===== config.mk =====
export PLATFORM = sky130hd
export DESIGN_NAME = sequence_player
export DESIGN_NICKNAME = d
export VERILOG_FILES = /design/src/rtl/sequence_player.sv
export SDC_FILE = /design/constraint.sdc
export NUM_CORES = 1
export LEC_CHECK = 0
export CORE_MARGIN = 1.5
export CORE_UTILIZATION = 55
export CTS_BUF_LIST = sky130_fd_sc_hd__clkbuf_16
export DETAILED_ROUTE_END_ITERATION = 8
export PLACE_DENSITY = 0.71
export SETUP_SLACK_MARGIN = 0.3
export SYNTH_ARGS = -nofsm -noshare
export SYNTH_HDL_FRONTEND = slang
export SYNTH_SLANG_ARGS = --single-unit

===== constraint.sdc =====
create_clock -name CLOCK_50 -period 7.6 [get_ports CLOCK_50]
set_clock_uncertainty 0.05 [all_clocks]
set_input_delay 2.28 -clock CLOCK_50 [delete_from_list [all_inputs] [get_ports CLOCK_50]]
set_output_delay 2.28 -clock CLOCK_50 [all_outputs]
set_load 0.005 [all_outputs]

===== src/rtl/sequence_player.sv =====
// rtl/sequence_player.sv - stores a colour sequence and plays it back on one-hot LEDs
// Appends come from the random stage; the answer checker reads entries back through rd_idx.
module sequence_player #(
    parameter int MAX_LEN    = 16,
    parameter int ON_CYCLES  = 25000000,
    parameter int OFF_CYCLES = 12500000
) (
    input  logic                       CLOCK_50,
    input  logic                       reset,
    input  logic [1:0]                 rand_in,
    input  logic                       append,
    input  logic                       play,
    input  logic                       clear,
    input  logic [$clog2(MAX_LEN)-1:0] rd_idx,
    output logic [1:0]                 rd_data,
    output logic [3:0]                 led,
    output logic                       busy,
    output logic                       done,
    output logic [$clog2(MAX_LEN):0]   seq_len,
    output logic                       full
);

    localparam int IW      = $clog2(MAX_LEN);
    localparam int MAX_CYC = (ON_CYCLES > OFF_CYCLES) ? ON_CYCLES : OFF_CYCLES;
    // Timer counts 0 .. MAX_CYC-1 within a phase.
    localparam int TW      = (MAX_CYC > 1) ? $clog2(MAX_CYC) : 1;

    localparam logic [TW-1:0] ON_LAST  = TW'(ON_CYCLES - 1);
    localparam logic [TW-1:0] OFF_LAST = TW'(OFF_CYCLES - 1);
    localparam logic [TW-1:0] TMR_ONE  = TW'(1);
    localparam logic [IW:0]   LEN_MAX  = (IW + 1)'(MAX_LEN);
    localparam logic [IW:0]   LEN_ONE  = (IW + 1)'(1);
    localparam logic [IW-1:0] IDX_ONE  = IW'(1);

    localparam logic [1:0] S_IDLE = 2'd0;
    localparam logic [1:0] S_ON   = 2'd1;
    localparam logic [1:0] S_OFF  = 2'd2;

    logic [1:0]    mem [MAX_LEN];
    logic [1:0]    state;
    logic [IW-1:0] idx;
    logic [TW-1:0] timer;

    logic          idle;
    logic          start;
    logic          wr_en;
    logic          last_step;
    logic [IW-1:0] next_idx;
    logic [1:0]    first_color;

    function automatic logic [3:0] onehot(input logic [1:0] c);
        onehot = 4'b0001 << c;
    endfunction

    assign idle      = (state == S_IDLE);
    assign full      = (seq_len == LEN_MAX);
    // A full append still replays, so only an empty sequence blocks playback.
    assign start     = idle && !clear && (append || (play && (seq_len != '0)));
    assign wr_en     = idle && !clear && append && !full && !reset;
    assign last_step = (({1'b0, idx} + LEN_ONE) == seq_len);
    assign next_idx  = idx + IDX_ONE;
    // When the very first entry is written on the start edge, memory is not yet updated.
    assign first_color = (seq_len == '0) ? rand_in : mem[0];
    assign rd_data   = ({1'b0, rd_idx} < seq_len) ? mem[rd_idx] : 2'b00;

    always_ff @(posedge CLOCK_50) begin
        if (wr_en) begin
            mem[seq_len[IW-1:0]] <= rand_in;
        end
    end

    always_ff @(posedge CLOCK_50 or posedge reset) begin
        if (reset) begin
            state   <= S_IDLE;
            seq_len <= '0;
            idx     <= '0;
            timer   <= '0;
            led     <= 4'b0000;
            busy    <= 1'b0;
            done    <= 1'b0;
        end else begin
            done <= 1'b0;
            case (state)
                S_IDLE: begin
                    if (clear) begin
                        seq_len <= '0;
                    end else if (start) begin
                        if (append && !full) begin
                            seq_len <= seq_len + LEN_ONE;
                        end
                        idx   <= '0;
                        timer <= '0;
                        state <= S_ON;
                        led   <= onehot(first_color);
                        busy  <= 1'b1;
                    end
                end
                S_ON: begin
                    if (timer == ON_LAST) begin
                        state <= S_OFF;
                        timer <= '0;
                        led   <= 4'b0000;
                    end else begin
                        timer <= timer + TMR_ONE;
                    end
                end
                S_OFF: begin
                    if (timer == OFF_LAST) begin
                        timer <= '0;
                        if (last_step) begin
                            state <= S_IDLE;
                            busy  <= 1'b0;
                            done  <= 1'b1;
                        end else begin
                            idx   <= next_idx;
                            state <= S_ON;
                            led   <= onehot(mem[next_idx]);
                        end
                    end else begin
                        timer <= timer + TMR_ONE;
                    end
                end
                default: begin
                    state <= S_IDLE;
                    timer <= '0;
                    led   <= 4'b0000;
                    busy  <= 1'b0;
                end
            endcase
        end
    end

endmodule


; ---- Word-level counts from Yosys, hierarchy flattened
; Memories as Yosys holds them, arrays and structs flattened.
; Cells that the tools add are included.
[totals]
ff_bits = 42
output_inout_bits = 14
memories = 1
in_bits = 11
mem_bits_rw = 32
[memory_table]
columns = memory, depth, word_bits, read_ports, rd_ports_with_merged_regs, wr, line
row1 = mem, 16, 2, 3, 0, 1, 39  ; logic [1:0] mem [MAX_LEN];
[op_classes]
magnitude_cmp = 1
addsub = 4
eq_ne = 12
n_reduce_logical = 23
mux = 37
bitwise = 1
shift = 2
[op_table]
columns = op, n
row1 = $mux 25, 4
row2 = $pmux 25 s3, 1
row3 = $mux 4, 9
row4 = $add 25x1->25 const B, 1
row5 = $eq 25x24->1 const B, 1
row6 = $eq 25x25->1 const B, 1
row7 = $mux 5, 3
row8 = $reduce_and 5->1, 3
row9 = $mux 2, 6
row10 = $pmux 4 s3, 1
row11 = $mux 1, 10
row12 = $ne 2x2->1 const B, 5
row13 = $pmux 4 s2, 1
row14 = $shl 1x2->4 const A, 2
row15 = $logic_and 1x1->1, 7
row16 = $pmux 2 s3, 1
row17 = $reduce_bool 2->1, 3
row18 = $add 4x1->5 const B, 1
row19 = $add 5x1->5 const B, 1
row20 = $eq 5x5->1, 1
row21 = $eq 5x5->1 const B, 1
row22 = $logic_not 5->1, 1
row23 = $lt 4x5->1, 1
row24 = $reduce_bool 5->1, 1
row25 = other kinds (12), 14

; ---- Longest topological paths before layout
[depth]
word_depth = 7
depth_mapped = 10

; ---- Worst setup path before layout
; Ideal clock, no wire load.
[synth_timing]
path_type = input-to-output
start = in rd_idx[1]
end = out rd_data[0]
path_buffers = 1
setup_slack_ps = 1425
required_time_ps = 5270
path_stages = 4
arrival_ps = 3845
path_cell_list = clkbuf_1 mux4_2 mux4_2 nor2b_1
[synth_via]
elab_chain_len = 2
elab_cells_between_ends = 3
classes_between = 1 x order compare / 1 x mux / 1 x memory
[synth_lines]
columns = element, line
row1 = start: declaration, 14  ; input logic [$clog2(MAX_LEN)-1:0] rd_idx,
row2 = $mem_v2 16x2 or $lt 4x5->1 (tied branches), --
row3 = $mux 2 *, 64  ; assign rd_data = ({1'b0, rd_idx} < seq_len) ? mem[rd_idx] : 2'b00;
row4 = end: declaration, 15  ; output logic [1:0] rd_data,
; Every way passes the cells marked *; elsewhere a longest branch is shown, timed or not.

; ---- Final worst setup path
; Same ends and word-level chain as after synthesis.

==> results.txt <==
Largest net degree at the start of global routing = 32
Peak Freq = 0.141 GHz
Kind of critical path = in2out
I/O Buffers = 24
Rows = 32
Commonest cells post-synth = dfrtp_1, nor2_1, edfxtp_1
Drt drc = 0
Clock slew at reported path FFs = 0.07 ns
TritonCTS clock tree = built
Vias per cell = 6.21
DPL Wire Length = 6700 µm
Ys async rst share = 0.568
Die X = 91.9 µm
Die area = 8450 µm²
Post_cts resized = 0
Cells after synthesis = 373
Top Ports = 25
Leakage power = 1.88 nW
Max-slew headroom = 0.326
CTS sink cnt = 74
Placed Area = 4610 µm²
Startpoint types = input pin
Routed vias = 3113
Largest stage delay, worst path = 0.83 ns
Yosys top cell area share = 0.242
VDD IR max = 0.110 mV
WL/cell = 18.9 µm
Top FF cell, synth = dfrtp_1
GRT Overall Usage = 0.247
Placed insts = 485
Minimum clock period = 7.07 ns
Post-synth net total = 397
Setup TNS = 0 ns
Hold_buf cts = 0
Drt pass-1 iters = 6
Period utilization = 0.931
Core ar. = 7690 µm²
Mapped Area = 4350 µm²
Syn_area_per_cell = 11.7 µm²
CTS Buf Count = 9
Ratio of total power to cell area = 172 nW/µm²
Top-count cell post-synth = dfrtp_1
Inserted Diodes = 0
Netlist cell types = 65
Critical Path, Cell by Cell = clkdlybuf4s50_1 > mux4_2 > mux4_2 > nor2b_1 > clkdlybuf4s50_1
RSZ-0062 raised after global routing = no
Area growth syn-to-layout = 12.4%
Worst slew pin tran = 1.01 ns
Hold Fails Final Rpt = 0
Seq cells post-synth = 74
Synth area leaders = dfrtp_1, edfxtp_1, mux4_2
CP endpoint kind = output port
GPL Wtd Cong = 0.820
Worst EP required = 5.27 ns
Status = finished clean
Final Max Tran Viols = 0
Share of layout cells above drive strength 1 = 0.160
Htree depth = 3
Die height = 91.9 µm
Final #Nets = 418
YS warnings = 0
Post-route ant nets = 0
Worst-path maximum fanout = 9
Endpoints failing setup = 0
Initial cell density of the core = 0.566
Fin area = 4890 µm²
Cell family with most CP delay = buffers and inverters
Initial antenna violation count = 0
Initial DRC count = 203
EDFF count, synth = 32
WL final = 9480 µm
Clock buffer depth = 2
CTS Root Cell = clkbuf_16
Clock Latency Late Sink = 0.34 ns
First-pass GRT wire length = 16100 µm
Sequential-to-total area share from yosys stat = 0.463
WHS = 0.445 ns
CP max stage cell = clkdlybuf4s50_1
Setup bufs post-CTS = 0
Post-layout util = 0.636
Vias in the first global route = 3189
HP Class = reg2reg
WP data arrival = 4.74 ns
Crit path buf inv count = 2
Congestion Overflow GR = 0
Fin cells = 501
Max-Cap Viols = 0
Post-synth top area cell = dfrtp_1
-- metal layers --
metal | up-vias | GRT usage | share of wire
met5 | - | 0 | 0
met4 | 0 | 0.114 | 0.024
met3 | 17 | 0.0332 | 0.065
met2 | 122 | 0.402 | 0.49
met1 | 1523 | 0.330 | 0.42
li1 | 1451 | - | -
-- per-stage QoR --
step,setup WS (ns),power (mW)
floorplan,1.43,0.440
global placement,0.580,0.453
detailed placement,0.501,0.454
CTS,0.493,0.845
global route,0.404,0.864
finish,0.527,0.840
-- layout by cell type (no fill, tap or decap), types with 9 or more instances in the layout --
cell / n
ha_1: 13
nand2_1: 27
nor3_1: 14
o21ai_0: 9
nand3_1: 13
nor2_1: 41
xnor2_1: 13
clkbuf_16: 9
inv_1: 11
a21oi_1: 9
edfxtp_1: 32
mux2i_1: 9
mux4_2: 18
a22o_1: 11
clkdlybuf4s50_1: 24
dfrtp_1: 42
-- kinds of logic after synthesis --
| group | count (synthesis) | share of synthesized area |
|---|---|---|
| AND/OR/NAND/NOR | 147 | 0.183 |
| AO/OA/AOI/OAI | 58 | 0.102 |
| multiplexers | 37 | 0.140 |
| buffers and inverters | 26 | 0.0360 |
| XOR/XNOR | 18 | 0.0394 |
| adder cells (fa/ha/maj) | 13 | 0.0374 |
| flip-flops | 74 | 0.463 |
-- final timing paths --
path | end | slack (ns) | cells after the start | start
setup / recovery | rd_data[0] | 0.53 | 5 | rd_idx[1]
hold / removal | led[0] | 0.44 | 1 | led[0]
setup reg to reg | idx[0] | 4.50 | 7 | idx[0]
hold reg to reg | led[0] | 0.44 | 1 | led[0]
max in group asynchronous | timer[3] | 4.38 | 3 | reset
min in group asynchronous | idx[1] | 2.34 | 2 | reset
-- final cells by class --
| cell class | count | area (µm²) |
|---|---|---|
| well taps | 102 | 128 |
| flip-flops and latches | 74 | 2010 |
| clock inverters | 7 | 52.6 |
| repair buffers | 25 | 248 |
| multi-input cells | 273 | 2180 |
| inverters | 11 | 41.3 |
| clock buffers | 9 | 225 |
| fillers | 614 | 2800 |
-- sequential cells by signal, summed over array words and instances (netlist names) --
register  cells
mem          32
timer        25
busy          1
state         2
idx           4
led           4
seq_len       5
done          1
-- where the power goes --
group          internal [mW]  total (mW)  switching [mW]
clock network          0.222       0.395           0.172
logic                 0.0135      0.0274          0.0138
registers              0.418       0.418               0
total                  0.654       0.840           0.186
Power figures use the tool's default switching activity.
